File: config.mk
export PLATFORM = sky130hd
export DESIGN_NAME = aes_serial_loader_flat
export DESIGN_NICKNAME = d
export VERILOG_FILES = /design/src/rtl/aes_serial_loader_if.sv /design/src/rtl/aes_serial_loader.sv /design/src/flat_wrapper.sv
export SDC_FILE = /design/constraint.sdc
export NUM_CORES = 1
export LEC_CHECK = 0
export BUFFER_PORTS_ARGS = -buffer_cell sky130_fd_sc_hd__buf_2
export CAP_MARGIN = 40
export CORE_ASPECT_RATIO = 1.5
export CORE_MARGIN = 3
export CORE_UTILIZATION = 62
export CTS_CLUSTER_SIZE = 10
export DETAILED_ROUTE_END_ITERATION = 10
export MAX_ROUTING_LAYER = met4
export PLACE_DENSITY_LB_ADDON = 0.12
export SETUP_SLACK_MARGIN = 0.15
export SKIP_CTS_REPAIR_TIMING = 1
export SYNTH_ARGS = -nofsm -noshare
export SYNTH_HDL_FRONTEND = slang
export SYNTH_SLANG_ARGS = --single-unit
File: constraint.sdc
create_clock -name clk -period 42.2 [get_ports clk]
set_clock_uncertainty 0.15 [all_clocks]
set_input_delay 2.11 -clock clk [delete_from_list [all_inputs] [get_ports clk]]
set_output_delay 2.11 -clock clk [all_outputs]
set_load 0.03 [all_outputs]
File: src/rtl/aes_serial_loader_if.sv
// Bundle between the SPI-style serial master, the loader and the AES core.
// Carries both chip selects, the shared MOSI, both MISO echoes and the block/key valid/ready pair.
// Master drives selects, MOSI and out_ready; the loader drives everything else.
interface aes_serial_loader_if #(
  parameter int NK    = 6,
  parameter int BLK_W = 128
);
  localparam int KEY_W = 32 * NK;

  logic             cs_data_n;
  logic             cs_key_n;
  logic             mosi;
  logic             miso_data;
  logic             miso_key;
  logic             out_valid;
  logic             out_ready;
  logic [BLK_W-1:0] out_block;
  logic [KEY_W-1:0] out_key;
  logic             frame_err;
  logic             busy;

  modport master (
    output cs_data_n, cs_key_n, mosi, out_ready,
    input  miso_data, miso_key, out_valid, out_block, out_key, frame_err, busy
  );

  modport slave (
    input  cs_data_n, cs_key_n, mosi, out_ready,
    output miso_data, miso_key, out_valid, out_block, out_key, frame_err, busy
  );
endinterface

File: src/rtl/aes_serial_loader.sv
// Purpose: deserialises a block frame and a key frame (MSB first) and presents the pair to the AES core.
// Latency: out_valid rises one clock after the frame-end edge that completes the block/key pair.
// Backpressure: out_valid holds until out_ready; frames arriving while busy are ignored and flagged.
module aes_serial_loader #(
  parameter int NK       = 6,
  parameter int BLK_W    = 128,
  parameter bit KEEP_KEY = 1'b1
) (
  input logic           clk,
  input logic           rst,
  aes_serial_loader_if.slave bus
);
  localparam int KEY_W = 32 * NK;
  // Counters saturate one past full length so over-long frames stay distinguishable.
  localparam int DCW = $clog2(BLK_W + 2);
  localparam int KCW = $clog2(KEY_W + 2);
  localparam logic [DCW-1:0] D_FULL = DCW'(BLK_W);
  localparam logic [DCW-1:0] D_SAT  = DCW'(BLK_W + 1);
  localparam logic [KCW-1:0] K_FULL = KCW'(KEY_W);
  localparam logic [KCW-1:0] K_SAT  = KCW'(KEY_W + 1);

  typedef enum logic {COLLECT = 1'b0, HOLD = 1'b1} state_t;

  state_t           state;
  logic [BLK_W-1:0] sreg_data;
  logic [KEY_W-1:0] sreg_key;
  logic [DCW-1:0]   cnt_data;
  logic [KCW-1:0]   cnt_key;
  logic             viol_data;
  logic             viol_key;
  logic             cs_data_q;
  logic             cs_key_q;
  logic             loaded_data;
  logic             loaded_key;
  logic             out_valid;
  logic [BLK_W-1:0] out_block;
  logic [KEY_W-1:0] out_key;
  logic             frame_err;

  // Key shifts only when the data channel is not selected in the same cycle.
  logic key_sel;
  logic data_end, key_end, data_ok, key_ok;
  assign key_sel  = ~bus.cs_key_n & bus.cs_data_n;
  assign data_end = bus.cs_data_n & ~cs_data_q;
  assign key_end  = bus.cs_key_n & ~cs_key_q;
  assign data_ok  = data_end & (cnt_data == D_FULL) & ~viol_data;
  assign key_ok   = key_end & (cnt_key == K_FULL) & ~viol_key;

  // Data channel: shift while selected and idle, count bits, remember any bit seen while busy.
  always_ff @(posedge clk or posedge rst) begin
    if (rst) begin
      sreg_data <= '0;
      cnt_data  <= '0;
      viol_data <= 1'b0;
      cs_data_q <= 1'b1;
    end else begin
      cs_data_q <= bus.cs_data_n;
      if (!bus.cs_data_n) begin
        if (out_valid) begin
          viol_data <= 1'b1;
        end else begin
          sreg_data <= {sreg_data[BLK_W-2:0], bus.mosi};
          if (cnt_data != D_SAT) cnt_data <= cnt_data + DCW'(1);
        end
      end else if (!cs_data_q) begin
        cnt_data  <= '0;
        viol_data <= 1'b0;
      end
    end
  end

  // Key channel: same as data, but yields to the data channel when both selects are low.
  always_ff @(posedge clk or posedge rst) begin
    if (rst) begin
      sreg_key <= '0;
      cnt_key  <= '0;
      viol_key <= 1'b0;
      cs_key_q <= 1'b1;
    end else begin
      cs_key_q <= bus.cs_key_n;
      if (!bus.cs_key_n) begin
        if (out_valid) begin
          viol_key <= 1'b1;
        end else if (key_sel) begin
          sreg_key <= {sreg_key[KEY_W-2:0], bus.mosi};
          if (cnt_key != K_SAT) cnt_key <= cnt_key + KCW'(1);
        end
      end else if (!cs_key_q) begin
        cnt_key  <= '0;
        viol_key <= 1'b0;
      end
    end
  end

  // Handshake FSM: latch loaded flags on good frames, capture the pair, hold until accepted.
  // A capture clears loaded_data after any same-edge frame-end set, so a pair is never issued twice.
  always_ff @(posedge clk or posedge rst) begin
    if (rst) begin
      state       <= COLLECT;
      out_valid   <= 1'b0;
      out_block   <= '0;
      out_key     <= '0;
      frame_err   <= 1'b0;
      loaded_data <= 1'b0;
      loaded_key  <= 1'b0;
    end else begin
      frame_err <= (data_end & ~data_ok) | (key_end & ~key_ok);
      if (data_ok) loaded_data <= 1'b1;
      if (key_ok)  loaded_key  <= 1'b1;
      case (state)
        COLLECT: begin
          if (loaded_data && loaded_key) begin
            out_block   <= sreg_data;
            out_key     <= sreg_key;
            out_valid   <= 1'b1;
            loaded_data <= 1'b0;
            if (!KEEP_KEY) loaded_key <= 1'b0;
            state       <= HOLD;
          end
        end
        HOLD: begin
          if (bus.out_ready) begin
            out_valid <= 1'b0;
            state     <= COLLECT;
          end
        end
        default: state <= COLLECT;
      endcase
    end
  end

  assign bus.miso_data = sreg_data[BLK_W-1];
  assign bus.miso_key  = sreg_key[KEY_W-1];
  assign bus.out_valid = out_valid;
  assign bus.busy      = out_valid;
  assign bus.out_block = out_block;
  assign bus.out_key   = out_key;
  assign bus.frame_err = frame_err;
endmodule

File: src/flat_wrapper.sv
// flat-port wrapper written by rule: the top's interface ports become plain ports
module aes_serial_loader_flat 
#(
  parameter int NK       = 6,
  parameter int BLK_W    = 128,
  parameter bit KEEP_KEY = 1'b1
)
  (clk, rst, bus_cs_data_n, bus_cs_key_n, bus_mosi, bus_out_ready, bus_miso_data, bus_miso_key, bus_out_valid, bus_out_block, bus_out_key, bus_frame_err, bus_busy);
  aes_serial_loader_if #(.NK(NK), .BLK_W(BLK_W)) bus_i ();
  input logic clk;
  input logic rst;
  input wire logic [$bits(bus_i.cs_data_n)-1:0] bus_cs_data_n;
  input wire logic [$bits(bus_i.cs_key_n)-1:0] bus_cs_key_n;
  input wire logic [$bits(bus_i.mosi)-1:0] bus_mosi;
  input wire logic [$bits(bus_i.out_ready)-1:0] bus_out_ready;
  output wire logic [$bits(bus_i.miso_data)-1:0] bus_miso_data;
  output wire logic [$bits(bus_i.miso_key)-1:0] bus_miso_key;
  output wire logic [$bits(bus_i.out_valid)-1:0] bus_out_valid;
  output wire logic [$bits(bus_i.out_block)-1:0] bus_out_block;
  output wire logic [$bits(bus_i.out_key)-1:0] bus_out_key;
  output wire logic [$bits(bus_i.frame_err)-1:0] bus_frame_err;
  output wire logic [$bits(bus_i.busy)-1:0] bus_busy;
  assign bus_i.cs_data_n = bus_cs_data_n;
  assign bus_i.cs_key_n = bus_cs_key_n;
  assign bus_i.mosi = bus_mosi;
  assign bus_i.out_ready = bus_out_ready;
  assign bus_miso_data = bus_i.miso_data;
  assign bus_miso_key = bus_i.miso_key;
  assign bus_out_valid = bus_i.out_valid;
  assign bus_out_block = bus_i.out_block;
  assign bus_out_key = bus_i.out_key;
  assign bus_frame_err = bus_i.frame_err;
  assign bus_busy = bus_i.busy;
  aes_serial_loader #(.NK(NK), .BLK_W(BLK_W), .KEEP_KEY(KEEP_KEY)) u_core (.clk(clk), .rst(rst), .bus(bus_i));
endmodule
==> metrics.md, run 1 <==
| Metric | Value |
|---|---|
| Status | `finished clean` |
| DP HPWL | `30650 um` |
| CTS sink cnt | `665` |
| DRC | `0` |
| # IOs | `331` |
| Max Cap Viol | `0` |
| Placer Congestion | `0.7795` |
| Syn avg cell area | `13.23 um^2` |
| Final wirelength | `48490 um` |
| Row count | `89` |
| Via Count | `14799` |
| Core ar. | `39530 um^2` |
| Starting density of the core | `63.05%` |
| Worst-Margin Slew | `1.248 ns` |
| P&R area growth vs syn | `17.20%` |
| Min-delay worst type | `reg -> reg` |
| Top-area cell type share of the netlist area | `66.57%` |
| Pwr Density | `43.79 nW/um^2` |
| TritonCTS Buffers | `76` |
| Required @ worst endpoint | `42.79 ns` |
| Clk root buf | `clkbuf_16` |
| Comb power frac | `3.8%` |
| Leak | `16.67 nW` |
| Worst slack, placed | `36.96 ns` |
| Flops & latches, synth | `665` |
| Clk buf depth | `3` |
| Vias in the first global route | `15531` |
| Post-Syn Instances | `1884` |
| Clk_lat worst skew | `0.57 ns` |
| Final worst slack | `37.68 ns` |
| Cell area after technology mapping | `24920 um^2` |
| Critical path arrival | `5.11 ns` |
| Peak Freq | `0.2212 GHz` |
| Die height | `251.6 um` |
| CP Class | `in -> async` |
| Post-synth cell types | `34` |
| FILL cells | `2632` |
| Maximum vdd drop | `0.03523 mV` |
| RSZ-0062 raised after global routing | `false` |
| DRT iter0 DRCs | `934` |
| CTS clk-pin slew, worst paths | `0.05 ns` |
| Sequential group share of total power | `52.1%` |
| Routed vias/inst | `5.417` |
| Most frequent cell after synthesis | `dfrtp_1` |
| Commonest cells in the netlist | `dfrtp_1, nand2_1, mux2_2` |
| Synth async-reset ratio | `100.0%` |
| Critical-path maximum fanout | `166` |
| I/O Buffers | `330` |
| Endpoints failing hold | `0` |
| Final net count | `2231` |
| Final Critical Period | `4.522 ns` |
| Global route total overflow | `0` |
| Sw power | `0.2703 mW` |
| Final setup vio count | `0` |
| Synth area leaders | `dfrtp_1, mux2_2, nand2_1` |
| Critical path startpoint category | `input port` |
| Setup TNS | `0 ns` |
| CTS tree | `done` |
| Seq/Total Area, Yosys | `66.78%` |
| Synth Flop Type | `dfrtp_1` |
| Initial antenna violation count | `3` |
| Synth warn | `0` |
| Clock power share | `44.1%` |
| Yosys top cell by area | `dfrtp_1` |
| Net count after synthesis | `1896` |
| Hold Path Cell Cnt | `2` |
| WL/cell | `17.75 um` |
| First-pass GRT wire length | `79810 um` |
| Final cycle utilization of the critical path | `10.72%` |
| Post-synth EDFFs | `0` |
| Router iterations before antenna repair | `5` |
| GRT Total Usage | `23.66%` |
| Max-slew violations | `0` |
| Slew HR | `16.82%` |
| Die ar. | `42690 um^2` |
| Post-detailed-route count of antenna-violating nets | `0` |
| Layout cells sized above 1 | `39.97%` |
| CTS H-tree depth | `3` |
| Sw Share | `21.13%` |
| Int Power | `1.009 mW` |
| Chip width | `169.7 um` |
| Worst R2R Path Depth | `3` |
| Crit path capture type | `asynchronous set/reset pin` |
| Largest net degree at the start of global routing | `216` |
routing by layer:
metal	global-route usage [%]	part of all wire, %
met5	-	0
met2	37.93	49
met1	29.01	40
met3	6.881	7.2
met4	8.279	3.0
per-stage QoR:
step	hold slack [ns]	utilization, %	instance area, um^2	cells	power [mW]
after floorplan	0.3009	-	24920	1884	0.7116
after global placement	0.3164	68.10	26920	2632	0.7219
after detailed placement	0.3243	68.67	27150	2641	0.7274
after CTS	0.3388	73.87	29200	2729	1.296
after global routing	0.3508	73.89	29210	2732	1.328
final	0.3352	73.89	29210	2732	1.279
final timing paths:
path | start | endpoint | slack [ns]
worst max-delay path | rst | u_core.bus.out_key[179] | 37.68
worst min-delay path | u_core.sreg_key[76] | u_core.sreg_key[77] | 0.34
worst max register to register | u_core.loaded_key | u_core.bus.out_key[81] | 39.37
worst min register to register | u_core.sreg_key[76] | u_core.sreg_key[77] | 0.34
max in group clk | bus_cs_data_n | u_core.sreg_data[81] | 38.43
min in group asynchronous | rst | u_core.bus.out_key[56] | 1.39
worst max-delay path: stages:
cell	delay, ns
buf_2	0.13
inv_8	0.28
buf_16	0.42
buf_4	0.49
buf_12	0.67
buf_4	0.54
buf_16	0.31
placed cells by master (no fill, tap or decap), types with 2 or more instances in the layout:
cell | synthesis | routed
dfstp_2 | 2 | 2
buf_4 | 1 | 9
nand4_1 | 2 | 2
xnor2_1 | 5 | 5
xor2_1 | 2 | 2
diode_2 | 0 | 3
clkbuf_1 | 24 | 6
nor3_1 | 3 | 3
clkbuf_16 | 0 | 81
o31ai_1 | 2 | 2
mux2_2 | 449 | 449
buf_12 | 0 | 6
mux2i_1 | 4 | 4
nor2_1 | 13 | 12
inv_1 | 9 | 8
dfrtp_1 | 663 | 663
o22ai_1 | 5 | 5
nor2b_1 | 2 | 2
nand2_1 | 599 | 599
buf_16 | 0 | 6
ha_1 | 6 | 6
buf_2 | 69 | 330
nand3_1 | 5 | 4
o21ai_0 | 4 | 4
kinds of logic (layout without fill, tap and decap cells):
logic type / Yosys count / count (layout) / synth area share [%]
buffers and inverters: 103 / 448 / 1.913
xor gates and xnor gates: 7 / 7 / 0.2460
adders and majority gates: 6 / 6 / 0.3012
DFF: 665 / 665 / 66.78
and+or+nand+nor: 633 / 633 / 9.794
other: 0 / 3 / 0
muxes: 453 / 453 / 20.45
AOI/OAI and AO/OA: 17 / 17 / 0.5221
power groups by stage:
stage	registers [mW]	clock network, mW	logic (mW)
after floorplan	0.673	0	0.0381
after global placement	0.676	0	0.0460
after detailed placement	0.677	0	0.0504
after CTS	0.666	0.579	0.0506
after global routing	0.668	0.604	0.0559
final	0.666	0.564	0.0492
final cells by class:
class / instances / area [um^2] / share of cell area (%)
clock buffers: 87 / 2049 / 7.016
repair buffers: 351 / 2004 / 6.862
well taps: 500 / 625.6 / 2.142
diodes: 3 / 7.507 / 0.02570
clock inverters: 1 / 7.507 / 0.02570
inverters: 9 / 41.29 / 0.1414
multi-input cells: 1116 / 7831 / 26.81
flip-flops and latches: 665 / 16640 / 56.98
sequential cells by signal, indices dropped and copies added, names as in the netlist, 8 cells and up:
name,cells
u_core.bus.out_block,128
u_core.bus.out_key,192
u_core.cnt_data,8
u_core.cnt_key,8
u_core.sreg_data,128
u_core.sreg_key,192
No activity file was read; power rests on OpenSTA's default activity.
==> run 2, diff against run 1 <==
--- a/config.mk
+++ b/config.mk
@@ -9,7 +9,7 @@
 export CAP_MARGIN = 40
 export CORE_ASPECT_RATIO = 1.5
 export CORE_MARGIN = 3
-export CORE_UTILIZATION = 62
+export CORE_UTILIZATION = 57
 export CTS_CLUSTER_SIZE = 10
 export DETAILED_ROUTE_END_ITERATION = 10
 export MAX_ROUTING_LAYER = met4
==> constraint.sdc (replaced) <==
create_clock -name clk -period 4.4 [get_ports clk]
set_clock_uncertainty 0.15 [all_clocks]
set_input_delay 0.22 -clock clk [delete_from_list [all_inputs] [get_ports clk]]
set_output_delay 0.22 -clock clk [all_outputs]
set_load 0.03 [all_outputs]
==> run 2 against run 1 <==
  * Final cell count up 2.7%
  * Core utilization decreased by 5.9 points
  * First-iteration DRC count decreased by 18%
==> metrics.md, run 2 (synthesis results as in run 1) <==
| Metric | Value |
|---|---|
| Max Cap Viol | `0` |
| Final wirelength | `49780 um` |
| P&R area growth vs syn | `17.41%` |
| Worst reg-to-reg setup slack | `1.77 ns` |
| Final cycle utilization of the critical path | `59.84%` |
| Slew HR | `33.45%` |
| Critical path arrival | `2.99 ns` |
| Clk root buf | `clkbuf_16` |
| I/O Buffers | `330` |
| Endpoints failing hold | `0` |
| RSZ-0062 raised after global routing | `false` |
| CTS H-tree depth | `3` |
| GRT Total Usage | `22.30%` |
| CP Class | `reg -> reg` |
| Cell Chain, Critical Path | `or3b_4 > buf_4 > nand2_1 > nand2_1` |
| CTS clk-pin slew, worst paths | `0.05 ns` |
| TritonCTS Buffers | `76` |
| Required @ worst endpoint | `4.76 ns` |
| Final Total Pwr | `12.25 mW` |
| Pwr Density | `418.5 nW/um^2` |
| Crit path capture type | `flop` |
| Starting density of the core | `57.89%` |
| # IOs | `331` |
| Vias in the first global route | `15644` |
| CP max stage cell | `or3b_4` |
| Layout cells sized above 1 | `39.94%` |
| Hold Slack | `0.1723 ns` |
| Post-detailed-route count of antenna-violating nets | `0` |
| DRT iter0 DRCs | `768` |
| First-pass GRT wire length | `81140 um` |
| Min-delay worst type | `in -> async` |
| CP Buf/Inv Count | `1` |
| CTS tree | `done` |
| Commonest non-fill, non-tap cell in the layout | `dfrtp_1` |
| Row count | `93` |
| WL/cell | `17.74 um` |
| Status | `finished clean` |
| Final setup vio count | `0` |
| DRC | `0` |
| Worst-Margin Slew | `0.9982 ns` |
| Initial antenna violation count | `1` |
| Clk_lat worst skew | `0.57 ns` |
| Final Critical Period | `2.633 ns` |
| Placer Congestion | `0.7487` |
| Maximum vdd drop | `0.3310 mV` |
| DP HPWL | `31600 um` |
| Commonest non-fill, non-tap cells in the layout | `dfrtp_1, nand2_1, mux2_2, buf_2, clkbuf_16` |
| Peak Freq | `0.3798 GHz` |
| Critical-path maximum fanout | `67` |
| Router iterations before antenna repair | `5` |
| Cell family with most CP delay | `simple AND/OR/NAND/NOR gates` |
| Largest regs | `u_core.bus.out_key x192, u_core.sreg_key x192` |
| Via Count | `14956` |
| Core ar. | `43050 um^2` |
| Max-slew violations | `0` |
| Biggest cell delay along the critical path | `0.76 ns` |
| Critical path startpoint category | `flop` |
| Die ar. | `46320 um^2` |
| Die height | `262.1 um` |
| Leak | `16.66 nW` |
| Clk buf depth | `3` |
| Largest net degree at the start of global routing | `195` |
| Chip width | `176.7 um` |
| Critical path's most frequent cell | `nand2_1` |
| Routed vias/inst | `5.328` |
| Final net count | `2238` |
| CTS sink cnt | `665` |
| Global route total overflow | `0` |
run 2: cell count changes in the layout (fill, tap and decap cells not counted):
cell / previous run / this run
dlygate4sd3_1: 0 / 5
inv_8: 1 / 0
clkbuf_8: 0 / 2
buf_12: 6 / 10
inv_6: 0 / 1
buf_16: 6 / 0
buf_4: 9 / 13
clkbuf_16: 81 / 79
diode_2: 3 / 1
run 2: metrics by stage:
step | cells | instance area, um^2 | setup WS [ns] | util (%) | TNS [ns]
after CTS | 2801 | 29210 | 1.758 | 67.85 | 0
after global placement | 2713 | 27170 | 1.845 | 63.12 | 0
after global routing | 2807 | 29260 | 1.579 | 67.97 | 0
after detailed placement | 2713 | 27170 | 1.777 | 63.12 | 0
after floorplan | 1884 | 24930 | -5.061 | - | -3360.28
final | 2807 | 29260 | 1.767 | 67.97 | 0
run 2: layer usage:
metal	up-vias	part of all wire (%)	GRT usage, %
met2	360	50	35.93
met1	7639	40	27.17
met5	-	0	-
met4	0	3.0	8.408
li1	6869	-	-
met3	88	6.6	6.114
run 2: worst register-to-register path: cells and delay by family, from the launching register on:
family        cells  cell delay [ns]
simple gates      3             1.05
buf+inv           1             0.76
flops             1             0.61
run 2: final timing paths:
| path | depth (start not counted) | from | to |
|---|---|---|---|
| setup / recovery | 4 | u_core.bus.busy | u_core.sreg_key[61] |
| hold / removal | 3 | rst | u_core.sreg_key[169] |
| setup reg to reg | 4 | u_core.bus.busy | u_core.sreg_key[61] |
| hold reg to reg | 2 | u_core.sreg_key[27] | u_core.sreg_key[28] |
| max in group asynchronous | 5 | rst | u_core.sreg_data[38] |
| min in group clk | 3 | bus_out_ready | u_core.state |
run 2: area by class of cell:
type | count | area [um^2]
tap | 570 | 713.2
timing repair buffer | 358 | 1999
clock buffer | 87 | 2027
inverter | 9 | 37.54
fill | 3126 | 13790
multi-input combinational | 1116 | 7831
clock inverter | 1 | 8.758
antenna | 1 | 2.502
sequential | 665 | 16640
run 2: report_power, final:
group | switching (mW) | internal [mW]
logic | 0.298 | 0.167
registers | 0.121 | 6.27
clock network | 2.20 | 3.20
==> run 3, diff against run 2 <==
==> constraint.sdc (replaced) <==
create_clock -name clk -period 2.6 [get_ports clk]
set_clock_uncertainty 0.15 [all_clocks]
set_input_delay 0.13 -clock clk [delete_from_list [all_inputs] [get_ports clk]]
set_output_delay 0.13 -clock clk [all_outputs]
set_load 0.03 [all_outputs]
==> run 3 against run 2 <==
  * Non-clock buffer count is 19 higher
  * Sequential power grew 69%
  * Clock power grew 69%
  * Die area unchanged
  * Largest power group unchanged
==> metrics.md, run 3 (synthesis results as in run 1) <==
| Metric | Value |
|---|---|
| CTS clk-pin slew, worst paths | `0.06 ns` |
| Largest net degree at the start of global routing | `114` |
| Max Cap Viol | `0` |
| Commonest non-fill, non-tap cells in the layout | `dfrtp_1, nand2_1, mux2_2, buf_2, clkbuf_16` |
| Starting density of the core | `57.89%` |
| Post-detailed-route count of antenna-violating nets | `0` |
| First-pass GRT wire length | `83240 um` |
| WL/cell | `18.04 um` |
| Sequential group share of total power | `52.1%` |
| Min-delay worst type | `in -> async` |
| DP HPWL | `33560 um` |
| Sw power | `4.511 mW` |
| Hold Slack | `0.1578 ns` |
| Worst-Margin Slew | `0.7025 ns` |
| Endpoints failing hold | `0` |
| Critical path startpoint category | `flop` |
| RSZ-0062 raised after global routing | `false` |
| Post-Place Cell Area | `27390 um^2` |
| Largest regs | `u_core.bus.out_key x192, u_core.sreg_key x192` |
| Clock power share | `43.9%` |
| DRT iter0 DRCs | `889` |
| R2R Path End | `u_core.sreg_key[78]` |
| CTS H-tree depth | `3` |
| RR Startpoint | `u_core.bus.busy` |
| Final setup vio count | `0` |
| Clk_lat worst skew | `0.58 ns` |
| CTS sink cnt | `665` |
| Maximum vdd drop | `0.5232 mV` |
| Initial antenna violation count | `0` |
| Fin area | `29490 um^2` |
| Core ar. | `43050 um^2` |
| Required @ worst endpoint | `2.97 ns` |
| Worst R2R Path Depth | `4` |
| Final cycle utilization of the critical path | `83.80%` |
| Final wirelength | `50970 um` |
| Via Count | `15072` |
| Commonest non-fill, non-tap cell in the layout | `dfrtp_1` |
| Critical path arrival | `2.55 ns` |
| DRC | `0` |
| TritonCTS Buffers | `76` |
| Clk buf depth | `3` |
| Leak | `16.76 nW` |
| Vias in the first global route | `15789` |
| Pwr Density | `703.8 nW/um^2` |
| Router iterations before antenna repair | `5` |
| Status | `finished clean` |
| CTS tree | `done` |
| Die height | `262.1 um` |
| Worst reg-to-reg setup slack | `0.42 ns` |
| Sw Share | `21.74%` |
| I/O Buffers | `330` |
| Global route total overflow | `0` |
| Die ar. | `46320 um^2` |
| Critical-path maximum fanout | `75` |
| P&R area growth vs syn | `18.30%` |
| Post-layout util | `68.49%` |
| GRT Total Usage | `22.92%` |
| Int Power | `16.24 mW` |
| # IOs | `331` |
| Layout cells sized above 1 | `40.47%` |
| Crit path capture type | `flop` |
| Slew HR | `52.96%` |
| Peak Freq | `0.4590 GHz` |
| Row count | `93` |
| FILL cells | `3166` |
| Final Critical Period | `2.179 ns` |
| Chip width | `176.7 um` |
| Placer Congestion | `0.7741` |
| Final net count | `2257` |
| CP Class | `reg -> reg` |
| Clk root buf | `clkbuf_16` |
| ANT cells | `0` |
| Comb power frac | `4.0%` |
| Routed vias/inst | `5.333` |
| Max-slew violations | `0` |
-- run 3: layer usage --
metal | routed length [um] | global-route usage (%) | vias up
met3 | 3285 | 6.158 | 78
met4 | 1140 | 7.250 | 0
met2 | 25730 | 37.42 | 347
met5 | 0 | - | -
met1 | 20820 | 28.17 | 7726
li1 | - | - | 6921
-- run 3: power by group through the flow --
stage	Clock (mW)	Combinational [mW]	Sequential (mW)
2_1_floorplan	0	0.620	10.9
3_3_place_gp	0	0.813	11.0
3_5_place_dp	0	0.843	11.0
4_1_cts	9.36	0.847	10.8
5_1_grt	9.79	0.932	10.8
6_report	9.11	0.829	10.8
-- run 3: layout make-up --
class	instances	area, um^2	share of cell area [%]
clock buffers	84	1974	6.696
clock inverters	5	65.06	0.2207
inverters	9	37.54	0.1273
multi-input cells	1116	7831	26.56
flip-flops and latches	665	16640	56.45
well taps	570	713.2	2.419
repair buffers	377	2221	7.532
-- run 3: worst max-delay path: stages (launching register included) --
cell and delay [ns]:
dfrtp_1 0.54, or3b_4 0.54, buf_6 0.52, nand2_1 0.13
nand2_1 0.09
-- run 3: worst max-delay path by stage --
stage          cells past startpoint                  end  slack (ns)       startpoint
2_1_floorplan                      1      u_core.bus.busy       -6.77              rst
3_3_place_gp                       4  u_core.sreg_key[81]        0.35  u_core.bus.busy
3_5_place_dp                       4  u_core.sreg_key[79]        0.24  u_core.bus.busy
4_1_cts                            4  u_core.sreg_key[73]        0.22  u_core.bus.busy
5_1_grt                            4  u_core.sreg_key[67]        0.26  u_core.bus.busy
6_report                           4  u_core.sreg_key[78]        0.42  u_core.bus.busy
-- run 3: metrics by stage --
stage	total power, mW	setup TNS (ns)	setup WS (ns)	cells
4_1_cts	21.02	0	0.2242	2821
5_1_grt	21.56	0	0.2571	2826
2_1_floorplan	11.55	-4497.43	-6.771	1884
3_5_place_dp	11.83	0	0.2436	2732
3_3_place_gp	11.78	0	0.3535	2732
6_report	20.75	0	0.4211	2826
